===== src/rtl/itrx_aib_phy_pkg.sv =====
// Shared definitions for the AIB PHY handshake controllers: FSM encoding and
// default parameter values.
package itrx_aib_phy_pkg;

  // 2'd3 is never entered on purpose; the controller treats it as a fault and
  // recovers to IDLE.
  typedef enum logic [1:0] {
    ST_IDLE = 2'd0,
    ST_REQ  = 2'd1,
    ST_REL  = 2'd2,
    ST_BAD  = 2'd3
  } hs_state_e;

  localparam int TIMEOUT_DEFAULT = 200;

endpackage


===== src/rtl/itrx_aib_phy_bit_sync.sv =====
// Multi-flop bit synchroniser for a single level signal crossing into clk.
// Output latency is NUM_FLOPS cycles; all flops clear on reset.
module itrx_aib_phy_bit_sync #(
  parameter int NUM_FLOPS = 2
) (
  input  logic clk,
  input  logic rst_n,
  input  logic d,
  output logic q
);

  logic [NUM_FLOPS-1:0] sync_q;

  // NOTE: flops use non-blocking assignments so every stage samples the value
  // its predecessor held before the edge, giving a true shift chain.
  always_ff @(posedge clk or negedge rst_n) begin
    if (!rst_n) begin
      sync_q <= '0;
    end else begin
      sync_q <= {sync_q[NUM_FLOPS-2:0], d};
    end
  end

  assign q = sync_q[NUM_FLOPS-1];

endmodule


===== src/rtl/itrx_aib_phy_hs_src_ctl.sv =====
// Source side of a 4-phase req/ack handshake: captures a word, raises xfer_req,
// waits for the resynchronised ack (with optional timeout) and its release.
module itrx_aib_phy_hs_src_ctl
  import itrx_aib_phy_pkg::*;
#(
  parameter int DWIDTH    = 16,
  parameter int NUM_FLOPS = 2,
  parameter int TO_WIDTH  = 8,
  parameter int TIMEOUT   = TIMEOUT_DEFAULT
) (
  input  logic              clk,
  input  logic              rst_n,
  input  logic              load_valid,
  input  logic [DWIDTH-1:0] load_data,
  output logic              load_ready,
  output logic              xfer_req,
  output logic [DWIDTH-1:0] xfer_data,
  input  logic              xfer_ack_async,
  output logic              busy,
  output logic              done,
  output logic              timeout_err
);

  // Last legal count value; with the timeout disabled the counter simply
  // saturates at all-ones.
  localparam logic [TO_WIDTH-1:0] CNT_LAST =
    (TIMEOUT == 0) ? '1 : TO_WIDTH'(TIMEOUT - 1);

  hs_state_e             state, state_nxt;
  logic [TO_WIDTH-1:0]   cnt, cnt_nxt;
  logic                  acked, acked_nxt;
  logic                  req_nxt, done_nxt, to_nxt;
  logic [DWIDTH-1:0]     data_nxt;
  logic                  ack_s;

  itrx_aib_phy_bit_sync #(
    .NUM_FLOPS (NUM_FLOPS)
  ) u_ack_sync (
    .clk   (clk),
    .rst_n (rst_n),
    .d     (xfer_ack_async),
    .q     (ack_s)
  );

  // A stale ack still high from a previous exchange must clear before a new
  // request may start, otherwise it would be taken as an instant ack.
  assign load_ready = (state == ST_IDLE) && !ack_s;
  assign busy       = (state != ST_IDLE);

  // NOTE: every output of this block gets a default first, so no path can
  // leave a signal unassigned and infer a latch.
  always_comb begin
    state_nxt = state;
    cnt_nxt   = cnt;
    acked_nxt = acked;
    req_nxt   = xfer_req;
    data_nxt  = xfer_data;
    done_nxt  = 1'b0;
    to_nxt    = 1'b0;

    case (state)
      ST_IDLE: begin
        if (load_valid && load_ready) begin
          data_nxt  = load_data;
          req_nxt   = 1'b1;
          cnt_nxt   = '0;
          acked_nxt = 1'b0;
          state_nxt = ST_REQ;
        end
      end

      ST_REQ: begin
        if (cnt != CNT_LAST) begin
          cnt_nxt = cnt + 1'b1;
        end
        // Ack is tested first so it wins over a timeout in the same cycle.
        if (ack_s) begin
          req_nxt   = 1'b0;
          acked_nxt = 1'b1;
          state_nxt = ST_REL;
        end else if ((TIMEOUT != 0) && (cnt == CNT_LAST)) begin
          req_nxt   = 1'b0;
          to_nxt    = 1'b1;
          acked_nxt = 1'b0;
          state_nxt = ST_REL;
        end
      end

      ST_REL: begin
        // No timeout here: the remote side must always be allowed to finish.
        if (!ack_s) begin
          done_nxt  = acked;
          state_nxt = ST_IDLE;
        end
      end

      default: begin
        req_nxt   = 1'b0;
        acked_nxt = 1'b0;
        cnt_nxt   = '0;
        state_nxt = ST_IDLE;
      end
    endcase
  end

  always_ff @(posedge clk or negedge rst_n) begin
    if (!rst_n) begin
      state       <= ST_IDLE;
      cnt         <= '0;
      acked       <= 1'b0;
      xfer_req    <= 1'b0;
      xfer_data   <= '0;
      done        <= 1'b0;
      timeout_err <= 1'b0;
    end else begin
      state       <= state_nxt;
      cnt         <= cnt_nxt;
      acked       <= acked_nxt;
      xfer_req    <= req_nxt;
      xfer_data   <= data_nxt;
      done        <= done_nxt;
      timeout_err <= to_nxt;
    end
  end

endmodule


===== config.mk =====
export PLATFORM = sky130hd
export DESIGN_NAME = itrx_aib_phy_hs_src_ctl
export DESIGN_NICKNAME = d
export VERILOG_FILES = /design/src/rtl/itrx_aib_phy_pkg.sv /design/src/rtl/itrx_aib_phy_bit_sync.sv /design/src/rtl/itrx_aib_phy_hs_src_ctl.sv
export SDC_FILE = /design/constraint.sdc
export NUM_CORES = 1
export LEC_CHECK = 0
export ABC_AREA = 0
export CAP_MARGIN = 10
export CORE_AREA = 5 5 66 68
export CTS_CLUSTER_SIZE = 25
export DETAILED_ROUTE_END_ITERATION = 8
export DIE_AREA = 0 0 71 73
export PLACE_DENSITY = 0.8
export REMOVE_ABC_BUFFERS = 1
export SLEW_MARGIN = 20
export SYNTH_ARGS = -nofsm -noshare
export SYNTH_HDL_FRONTEND = slang
export SYNTH_HIERARCHICAL = 1
export SYNTH_SLANG_ARGS = --single-unit

===== constraint.sdc =====
create_clock -name clk -period 1.7 [get_ports clk]
set_clock_uncertainty 0.1 [all_clocks]
set_input_delay 0.34 -clock clk [delete_from_list [all_inputs] [get_ports clk]]
set_output_delay 0.34 -clock clk [all_outputs]
set_load 0.005 [all_outputs]

==> flow_metrics.py, run 1 <==
metrics = {
    "worst_hold_path": {
        "min-delay-path-class": "flop to flop",
    },
    "sta": {
        "max_freq_ghz": 0.574,
        "fin_ws_ns": -0.0423,
        "worstMarginPinSlew_ns": 0.398,
        "min_period_ns": 1.74,
        "fin_tns_setup_ns": -0.323,
        "slew_headroom": 0.734,
        "min_period_over_period": 1.02,
        "timing.hold.ws_ns": 0.248,
        "rsz0062_at_grt": "yes",
        "slew_viol_final": 0,
        "finalHoldViolCount": 0,
        "setup_violations": 17,
    },
    "placement": {
        "dpl_worst_slack_ns": -0.417,
        "port_buffers": 40,
        "globalplace.congestion": 0.828,
        "dp_hpwl_um": 2330,
        "placed_area_um2": 1980,
    },
    "clocking": {
        "clk_pin_slew_ns": 0.06,
        "clk_latency_ns": 0.27,
        "cts_buffer_depth": 2,
        "h-tree-depth": 2,
        "cts_tree": "done",
        "root_buffer": "clkbuf_8",
        "clock-sinks": 32,
        "cts_buffers": 5,
    },
    "route": {
        "wirelength_um": 3330,
        "wire_per_inst_um": 15.4,
        "num_vias": 1134,
        "drc": 0,
        "dr.pass1.iters": 4,
        "ant_nets": 0,
        "vias_per_cell": 5.25,
        "drt_iter0_markers": 43,
    },
    "synthesis": {
        "synth_top_area_share": 0.543,
        "ys_async_sr_fraction": 1.00,
        "yosysSeqAreaShare": 0.543,
        "synth_area_leaders": "dfrtp_1, mux2_4, mux2_2, nand2_1, buf_6",
        "synth_flop_cell": "dfrtp_1",
        "synth_area_leader_cell": "dfrtp_1",
        "synth.distinct_cells": 41,
        "ys_ff_latch": 32,
        "synth_edf_count": 0,
        "synth.avg_cell_area_um2": 12.9,
        "yosys_warnings": 6,
        "synthCells": 114,
        "syn_area_um2": 1480,
    },
    "cells_and_area": {
        "area_growth_pct": 43.4,
        "multiInputGateArea_um2": 632,
        "num_antenna_cells": 0,
        "fin_nets": 187,
        "n_fill_cell": 333,
        "stdcell_area_um2": 2120,
        "mostFrequentLayoutCells": "clkdlybuf4s50_1, dfrtp_1, mux2_4, nand2_1",
        "drive_gt1_frac": 0.247,
        "final_common_cell": "clkdlybuf4s50_1",
        "postLayoutCoreUtil": 0.557,
        "ff_latch_area_um2": 801,
    },
    "die": {
        "start_util": 0.388,
        "fp.dieH_um": 73,
        "coreArea_um2": 3800,
        "placementRows": 23,
        "die_x_um": 71,
        "io_pins": 41,
        "die_area_um2": 5180,
    },
    "power": {
        "vdd_drop_max_v": 0.000644,
        "p_leak_nw": 0.919,
        "powerDensity_nw_per_um2": 1260,
    },
    "run_status": {
        "violations": "setup timing",
        "status": "finished with violations",
    },
    "grt": {
        "grt_pass1_vias": 1214,
        "track_usage": 0.140,
        "grt_overflow": 0,
        "grt_pass1_wl_um": 5670,
        "grt_max_degree": 33,
        "antenna_found_initial": 0,
    },
    "critical_path": {
        "worstPathCellList": "buf_6 -> or3b_4 -> nor2_8 -> buf_12 -> mux2_2",
        "critical_path.endpoint_type": "flop",
        "cp_slowest_cell": "or3b_4",
        "cpPeakStageDelay_ns": 0.41,
        "critPathMaxFanout": 9,
        "critPathLaunchType": "flop",
        "worstSetupPathType": "flop to flop",
        "arrival_ns": 1.80,
        "crit_required_ns": 1.76,
    },
    "run": {
        "drv_cap": 0,
    },
}
## sequential cells by signal (all words and copies together), names as in the netlist
signal	cells
acked	1
cnt	8
done	1
state	2
timeout_err	1
u_ack_sync/sync_q	2
xfer_data	16
xfer_req	1
## critical path: cells and delay by family, from the launching register on
kind / cells / cell delay [ns]
buf+inv: 2 / 0.26
mux: 1 / 0.33
flops: 1 / 0.39
simple gates: 2 / 0.54
## per-layer routing
| layer | GRT usage | vias up | wire, µm |
|---|---|---|---|
| met5 | 0 | - | 0 |
| met4 | 0.0564 | 0 | 51 |
| met3 | 0.0468 | 9 | 203 |
| met2 | 0.242 | 52 | 1800 |
| met1 | 0.159 | 555 | 1270 |
| li1 | - | 518 | - |
## cell usage after synthesis, types with 2 or more instances
master and n:
o21ai_0 4, mux2_4 10, buf_6 2, nand3_1 3, nor2_1 4, nand2_1 9
inv_1 4, a22o_1 2, dfrtp_1 32, o22ai_1 2, buf_2 2, a2bb2oi_1 2
nand4_1 2, a21oi_1 3, mux2_2 6, nor3_1 2
## path summary, 6_finish.rpt
check                                       end                  from  slack, ns  cells past startpoint
max in group asynchronous                cnt[0]                 rst_n       0.84                      2
min in group asynchronous              state[1]                 rst_n       0.36                      2
setup / recovery                   xfer_data[1]              state[1]      -0.04                      5
hold / removal             u_ack_sync/sync_q[1]  u_ack_sync/sync_q[0]       0.25                      0
hold reg to reg            u_ack_sync/sync_q[1]  u_ack_sync/sync_q[0]       0.25                      0
setup reg to reg                   xfer_data[1]              state[1]      -0.04                      5
## timing repair
item,in CTS,in global routing
hold buffers,0,0
pin swaps,3,5
hold endpoints to repair,0,0
gates resized for setup,12,2
endpoints found under the setup margin,23,23
buffers inserted,1,0
## final cells by class
type,instances,area share
clock buffer,7,0.0455
tap,50,0.0296
timing repair buffer,51,0.241
sequential,32,0.378
inverter,4,0.00710
multi-input combinational,72,0.299
## cells by family (layout without fill, tap and decap cells)
logic type / after synthesis / count (layout) / synth area share
AOI/OAI and AO/OA: 22 / 22 / 0.115
xor gates and xnor gates: 1 / 1 / 0.00594
adders and majority gates: 1 / 1 / 0.00848
buffers and inverters: 10 / 62 / 0.0483
DFF: 32 / 32 / 0.543
muxes: 17 / 17 / 0.154
and+or+nand+nor: 31 / 31 / 0.125
## power breakdown
part	internal (mW)	switching [mW]	leakage (nW)
clock network	0.360	0.249	0.0503
registers	0.963	0.134	0.397
logic	0.622	0.340	0.471
total	1.94	0.723	0.919
## through the flow
| step | cells | total power [mW] |
|---|---|---|
| floorplan | 108 | 1.48 |
| global placement | 208 | 1.99 |
| detailed placement | 208 | 2.03 |
| CTS | 216 | 2.68 |
| global route | 216 | 2.82 |
| finish | 216 | 2.67 |
(Power assumes the default switching activity.)
==> run 2: changes to the inputs <==
- CORE_AREA: 5 5 66 68 -> 5 5 57 79
- DIE_AREA: 0 0 71 73 -> 0 0 62 84
- PLACE_DENSITY: 0.8 -> 0.79
==> flow_metrics.py, run 2 (same netlist as run 1, synthesis figures left out) <==
metrics = {
    "clocking": {
        "h-tree-depth": 2,
        "cts_buffers": 5,
        "cts_tree": "done",
        "clk_latency_ns": 0.29,
        "postCtsHoldBufs": 0,
        "clk_pin_slew_ns": 0.07,
        "clock-sinks": 32,
        "root_buffer": "clkbuf_8",
        "cts_buffer_depth": 2,
    },
    "grt": {
        "grt_overflow": 0,
        "grt_pass1_vias": 1374,
        "grt_max_degree": 33,
        "track_usage": 0.170,
        "antenna_found_initial": 0,
        "grt_pass1_wl_um": 6410,
    },
    "critical_path": {
        "worstPathCellList": "buf_6 -> or3b_4 -> nor2_8 -> buf_12 -> mux2_4",
        "critPathMaxFanout": 8,
        "r2r_end": "xfer_data[0]",
        "worstSetupPathType": "flop to flop",
        "cpPeakStageDelay_ns": 0.41,
        "cp_slowest_cell": "or3b_4",
        "arrival_ns": 1.83,
        "timing.rr.start": "state[1]",
        "path_buf_inv": 2,
        "crit_family": "simple AND/OR/NAND/NOR gates",
        "critical_path.endpoint_type": "flop",
        "reg2reg_depth": 5,
        "worst-path-stages": 5,
        "crit_required_ns": 1.77,
        "critPathLaunchType": "flop",
        "regToRegSetupSlack_ns": -0.06,
    },
    "worst_hold_path": {
        "worst_hold_startpoint": "u_ack_sync/sync_q[0]",
        "holdPathEnd": "u_ack_sync/sync_q[1]",
        "holdPathStages": 0,
        "min-delay-path-class": "flop to flop",
    },
    "route": {
        "drc": 0,
        "wirelength_um": 3880,
        "dr.pass1.iters": 4,
        "vias_per_cell": 5.50,
        "drt_iter0_markers": 29,
        "wire_per_inst_um": 18.1,
        "num_vias": 1177,
        "ant_nets": 0,
    },
    "placement": {
        "dp_hpwl_um": 2670,
        "post-place-cells": 201,
        "port_buffers": 40,
        "dpl_worst_slack_ns": -0.445,
        "globalplace.congestion": 0.816,
    },
    "power": {
        "p_sw_mw": 0.796,
        "power_frac_comb": 0.378,
        "p_sw_frac": 0.289,
        "seqPwrFrac": 0.401,
        "p_leak_nw": 0.965,
        "vdd_drop_max_v": 0.000997,
        "powerDensity_nw_per_um2": 1260,
        "p_int_mw": 1.95,
        "total_power_mw": 2.75,
        "clkPwrFrac": 0.221,
    },
    "cells_and_area": {
        "largest_register_ffs": 16,
        "area_growth_pct": 48.0,
        "num_antenna_cells": 0,
        "mostFrequentLayoutCells": "clkdlybuf4s50_1, dfrtp_1, mux2_4, buf_4, nand2_1",
        "drive_gt1_frac": 0.304,
        "n_fill_cell": 297,
        "postLayoutCoreUtil": 0.577,
        "final_common_cell": "clkdlybuf4s50_1",
        "fin_nets": 191,
        "top_register": "xfer_data",
        "top_regs": "xfer_data x16, cnt x8",
        "final_cell_count_no_fill": 214,
    },
    "sta": {
        "min_period_over_period": 1.04,
        "slew_viol_final": 0,
        "rsz0062_at_grt": "yes",
        "slew_headroom": 0.725,
        "worstMarginPinSlew_ns": 0.411,
        "min_period_ns": 1.76,
        "fin_tns_setup_ns": -0.973,
        "finalHoldViolCount": 0,
        "fin_ws_ns": -0.0602,
        "setup_violations": 19,
        "max_freq_ghz": 0.568,
    },
    "die": {
        "fp.dieH_um": 84,
        "io_pins": 41,
        "coreArea_um2": 3780,
        "start_util": 0.390,
        "die_x_um": 62,
        "placementRows": 27,
        "die_area_um2": 5210,
    },
    "run": {
        "drv_cap": 0,
    },
    "run_status": {
        "status": "finished with violations",
        "violations": "setup timing",
    },
}
## run 2: per-layer routing
| layer | GRT usage | up-vias | wire [µm] | share of wire |
|---|---|---|---|---|
| li1 | - | 522 | - | - |
| met1 | 0.164 | 591 | 1370 | 0.35 |
| met2 | 0.294 | 53 | 2140 | 0.55 |
| met3 | 0.0619 | 11 | 244 | 0.063 |
| met4 | 0.0927 | 0 | 126 | 0.032 |
| met5 | 0 | - | 0 | 0 |
## run 2: metrics by stage
step | area, µm² | hold WS (ns)
global placement | 1960 | 0.235
detailed placement | 1960 | 0.256
CTS | 2150 | 0.270
floorplan | 1420 | -0.0556
global route | 2180 | 0.276
finish | 2180 | 0.266
## run 2: area by class of cell
type / count / area (µm²) / area share
tap: 43 / 53.8 / 0.0246
sequential: 32 / 801 / 0.367
timing repair buffer: 55 / 542 / 0.248
clock buffer: 6 / 82.6 / 0.0378
clock inverter: 2 / 10.0 / 0.00458
inverter: 4 / 15.0 / 0.00688
multi-input combinational: 72 / 679 / 0.311
## run 2: power by group through the flow
stage / Sequential (mW) / Clock, mW / Combinational (mW)
2_1_floorplan: 1.12 / 0 / 0.369
3_3_place_gp: 1.10 / 0 / 0.891
3_5_place_dp: 1.11 / 0 / 0.927
4_1_cts: 1.10 / 0.619 / 1.02
5_1_grt: 1.13 / 0.671 / 1.12
6_report: 1.10 / 0.608 / 1.04
## run 2: how the worst max path moves through the flow
stage | slack (ns) | endpoint | start
after CTS | -0.07 | xfer_data[0] | state[1]
after floorplan | -0.14 | xfer_data[0] | state[1]
after global routing | -0.10 | cnt[1] | state[1]
after detailed placement | -0.45 | xfer_data[0] | load_valid
after global placement | -0.40 | xfer_data[1] | load_valid
final | -0.06 | xfer_data[0] | state[1]
## run 2: repair_timing
action,in CTS,in global routing
endpoints found under the hold margin,0,0
setup buffers,3,1
pin swaps,2,2
setup endpoints to repair,23,26
gates cloned,1,0
resized for setup,16,11
